[src/rtl/mux_pipe_nxw.sv]
// N-input, W-bit channel selector with a STAGES-deep registered pipeline and
// valid/ready flow control. Out-of-range selects pass through as zero data with sel_err set.
module mux_pipe_nxw #(
  parameter int WIDTH  = 32,
  parameter int NUM_IN = 4,
  parameter int SEL_W  = 2,
  parameter int STAGES = 1
) (
  input  logic                      clk,
  input  logic                      rst,
  input  logic [NUM_IN*WIDTH-1:0]   d,
  input  logic [SEL_W-1:0]          s,
  input  logic                      in_valid,
  output logic                      in_ready,
  output logic [WIDTH-1:0]          y,
  output logic                      out_valid,
  input  logic                      out_ready,
  output logic                      sel_err
);

  logic [WIDTH-1:0]  sel_data;
  logic              sel_bad;
  logic [STAGES:0]   rdy;
  logic [STAGES-1:0] v;
  logic [STAGES-1:0] err_q;
  logic [WIDTH-1:0]  data_q [STAGES];

  // NOTE: every variable written here gets a default first, so no path can infer a latch.
  always_comb begin
    sel_data = '0;
    sel_bad  = 1'b1;
    for (int k = 0; k < NUM_IN; k++) begin
      if (s == SEL_W'(k)) begin
        sel_data = d[k*WIDTH +: WIDTH];
        sel_bad  = 1'b0;
      end
    end
  end

  // Ready ripples back from the output; a local accumulator keeps rdy free of self-reads.
  always_comb begin
    logic r;
    r           = out_ready;
    rdy         = '0;
    rdy[STAGES] = out_ready;
    for (int i = STAGES - 1; i >= 0; i--) begin
      r      = !v[i] || r;
      rdy[i] = r;
    end
  end

  // NOTE: state is updated with non-blocking assignments so every stage samples
  // its upstream neighbour's pre-edge value; the data array is reset too, so Y reads 0 in reset.
  always_ff @(posedge clk or posedge rst) begin
    if (rst) begin
      v     <= '0;
      err_q <= '0;
      for (int i = 0; i < STAGES; i++) data_q[i] <= '0;
    end else begin
      if (rdy[0]) begin
        v[0] <= in_valid;
        if (in_valid) begin
          data_q[0] <= sel_data;
          err_q[0]  <= sel_bad;
        end
      end
      for (int i = 1; i < STAGES; i++) begin
        if (rdy[i]) begin
          v[i] <= v[i-1];
          if (v[i-1]) begin
            data_q[i] <= data_q[i-1];
            err_q[i]  <= err_q[i-1];
          end
        end
      end
    end
  end

  assign in_ready  = rdy[0];
  assign y         = data_q[STAGES-1];
  assign out_valid = v[STAGES-1];
  // A stale err bit may linger in an emptied stage, so gate it with valid.
  assign sel_err   = err_q[STAGES-1] & v[STAGES-1];

endmodule

[config.mk]
export PLATFORM = sky130hd
export DESIGN_NAME = mux_pipe_nxw
export DESIGN_NICKNAME = d
export VERILOG_FILES = /design/src/rtl/mux_pipe_nxw.sv
export SDC_FILE = /design/constraint.sdc
export NUM_CORES = 1
export LEC_CHECK = 0
export ABC_CLOCK_PERIOD_IN_PS = 1550
export CAP_MARGIN = 20
export CORE_MARGIN = 2
export CORE_UTILIZATION = 36
export CTS_BUF_LIST = sky130_fd_sc_hd__clkbuf_8
export CTS_CLUSTER_DIAMETER = 50
export DETAILED_ROUTE_END_ITERATION = 10
export PLACE_DENSITY = 0.84
export SYNTH_ARGS = -nofsm -noshare
export SYNTH_HDL_FRONTEND = slang
export SYNTH_SLANG_ARGS = --single-unit
[constraint.sdc]
create_clock -name clk -period 1.55 [get_ports clk]
set_clock_uncertainty 0.15 [all_clocks]
set_input_delay 0.31 -clock clk [delete_from_list [all_inputs] [get_ports clk]]
set_output_delay 0.31 -clock clk [all_outputs]
set_load 0.01 [all_outputs]
==> impl_results.md, run 1 <==
- Wire per inst: about 17 um
- Power Total: between 2000 and 3000 uW
- Final Critical Period: 1500 ps
- P_sw: between 800 and 900 uW
- Leakage power: about 0.0019 uW
- CTS buffer count: 5
- Placed cell count: 427
- GR Util met2: between 30% and 40%
- Slew @ Worst Pin: roughly 310 ps
- Fin crit share: 97.0%
- Worst-skew pair later-pin latency: between 200 and 300 ps
- Via count: roughly 2.3k
- Cell taking the most area after synthesis: dfrtp_1
- Commonest non-fill, non-tap cell in the layout: clkdlybuf4s50_1
- Outcome: finished, final reports clean
- #FFs+latches synth: 34
- Clk sinks: 34
- Worst-path fanout max: 8
- Vias in the first global route: 2420
- ANT cells: 0
- Min-Delay Path Class: in2async
- Post-Synthesis Cells: 191
- Critical Path End Type: flip-flop
- Initial antenna violation count: 0
- Clock Path Buffers: 2
- Share of cells above drive strength 1: between 10% and 20%
- Final setup fails: 0
- Utilization after layout: about two thirds
- Fin. max-slew vios: 0
- Post-route setup slack: roughly 46 ps
- Count of cell types in the netlist: 18
- Largest net degree at the start of global routing: 35
- Area Growth Syn to Fin: 84.9%
- Max-Cap Viols: 0
- CTS tree: done
- Syn_nets: about 330
- Post-Syn Area per Cell: around 12 um2
- Core ar.: about 0.0063 mm2
- Logic gate share of total power: 40.1%
- Placer's final routability congestion estimate: 0.743
- P per Cell Area: slightly below 700 mW/mm2
- Reg-to-reg setup timing slack: ~46 ps
- Int Pwr: around 2100 uW
- Post-synthesis sequential area ratio: a little under two fifths
- Met3 Use GR: approximately 5.3%
- Top-area cell type share of the netlist area: 36.7%
- Clk slew on worst S/H paths: 80 ps
- Fillcell total: 530
- IO Pins: ~170
- Final ANT Viol Nets: 0
- Total gr overflow: 0
- Row count: 29
- Global-route wire length before repair: 11.9 mm
- GRT Overall Usage: about a fifth
- Nets: 496
- Initial Util: 36.9%
- DIE WIDTH: between 80 and 90 um
- Final Hold Fails: 0
- Required time worst endpoint: approximately 1600 ps
- PortBufs: between 150 and 200
- Clock share of power: a little under a quarter
- DRT Pass-1 Iters: 4
- Busiest grt layer: met2
- Met1 Use GR: ~24%
- Die area: around 0.0071 mm2
- Setup Crit Path Kind: reg2reg
- Die Y: between 80 and 90 um
- Avg Vias per Cell: 5.22
- DRC errors left: 0
- Reg power frac: 37.0%
- CTS H-Tree Depth: 2
- Final Non-Filler Cells: between 400 and 500
- DRT Wirelength: around 7.4 mm
- CTS Hold Bufs: 0
- Setup WS pre-CTS: -498 ps
- Synth top area cells: dfrtp_1, mux2i_1, o221ai_2, o21ai_0, buf_6
- CTS root buffer: clkbuf_8
- DP Wirelength: between 5 and 6 mm
- Net Sw Frac: about 30%
- Post-Syn Area: approximately 0.0023 mm2
- Fmax: between 600 and 700 MHz
- Worst-case vdd ir drop: 0.377 mV
- Unrepaired setup endpoints after global routing: true
- Relative slew slack: around four fifths
- Detailed router's first-iteration violation count: 50
- Yosys warns: 0
- Worst Path Arrival: 1550 ps
- Crit start category: flip-flop
- Highest-count cells in the layout ignoring fill and taps: clkdlybuf4s50_1, mux2i_1, dlygate4sd2_1, dfrtp_1, o221ai_2
-- Yosys cell counts --
| cell | count |
|---|---|
| o221ai_1 | 2 |
| o221ai_2 | 30 |
| inv_2 | 1 |
| buf_4 | 1 |
| nor2b_4 | 1 |
| a21boi_0 | 1 |
| buf_6 | 6 |
| and2_1 | 1 |
| nand3_1 | 1 |
| o21ai_0 | 32 |
| or3_1 | 1 |
| buf_2 | 7 |
| clkbuf_8 | 1 |
| inv_1 | 2 |
| clkbuf_1 | 5 |
| mux2i_1 | 64 |
| nand2_1 | 1 |
| dfrtp_1 | 34 |
-- layout make-up --
class	instances	area (um2)	share of cell area (%)
multi-input cells	134	1340	31.3
flip-flops and latches	34	851	19.9
clock inverters	2	12.5	0.292
well taps	77	96.3	2.25
inverters	3	11.3	0.263
clock buffers	6	82.6	1.93
repair buffers	184	1890	44.1
-- path summary, 6_finish.rpt --
path	startpoint	end	cells past startpoint
worst max-delay path	out_valid	y[1]	6
worst min-delay path	rst	y[21]	3
worst max register to register	out_valid	y[1]	6
worst min register to register	y[7]	y[7]	2
max in group asynchronous	rst	y[0]	3
min in group clk	y[7]	y[7]	2
-- state kept, by name (all words and copies together) (netlist names) --
name	flops
y	32
err_q	1
out_valid	1
-- per-stage QoR --
| stage | setup TNS (ps) | hold slack (ps) | area (um2) |
|---|---|---|---|
| after floorplan | 0 | 262 | 2320 |
| after global placement | -13420 | 352 | 4100 |
| after detailed placement | -14610 | 357 | 4100 |
| after CTS | 0 | 220 | 4270 |
| after global routing | -82.4 | 246 | 4280 |
| final | 0 | 216 | 4280 |
-- routing by layer --
layer	share of wire [%]	wire, um	vias up
met2	53	3940	104
met4	1.8	131	0
li1	-	-	1097
met1	37	2740	1083
met3	8.4	627	11
met5	0	0	-
-- cells by family after synthesis --
kind of cell           share of synthesized area [%]
AOI/OAI and AO/OA                               27.4
buffers and inverters                           6.64
DFF                                             36.7
muxes                                           27.7
and+or+nand+nor                                 1.51
-- power groups by stage --
stage,registers (uW),clock network [uW],logic [uW]
floorplan,1170,0,448
global placement,1110,0,1230
detailed placement,1110,0,1250
CTS,1090,696,1190
global route,1110,731,1280
finish,1100,679,1190
-- worst max-delay path: stages (launching register included) --
cell	delay [ps]
dfrtp_1	390
nor2b_4	140
inv_2	60
buf_6	100
nand3_4	170
buf_16	210
o221ai_2	180
-- repair_timing --
item	4_1_cts	5_1_grt
buffers inserted	3	0
pin swaps	0	11
setup endpoints to repair	67	18
resized for setup	51	13
cloned	3	0
Power figures use the tool's default switching activity.
==> run 2, diff against run 1 <==
--- a/config.mk
+++ b/config.mk
@@ -12,6 +12,7 @@
 export CTS_BUF_LIST = sky130_fd_sc_hd__clkbuf_8
 export CTS_CLUSTER_DIAMETER = 50
 export DETAILED_ROUTE_END_ITERATION = 10
+export GPL_TIMING_DRIVEN = 1
 export PLACE_DENSITY = 0.84
 export SYNTH_ARGS = -nofsm -noshare
 export SYNTH_HDL_FRONTEND = slang
==> results of run 2 <==
Same layout as run 1: the final DEF is identical, and so are final timing and power.
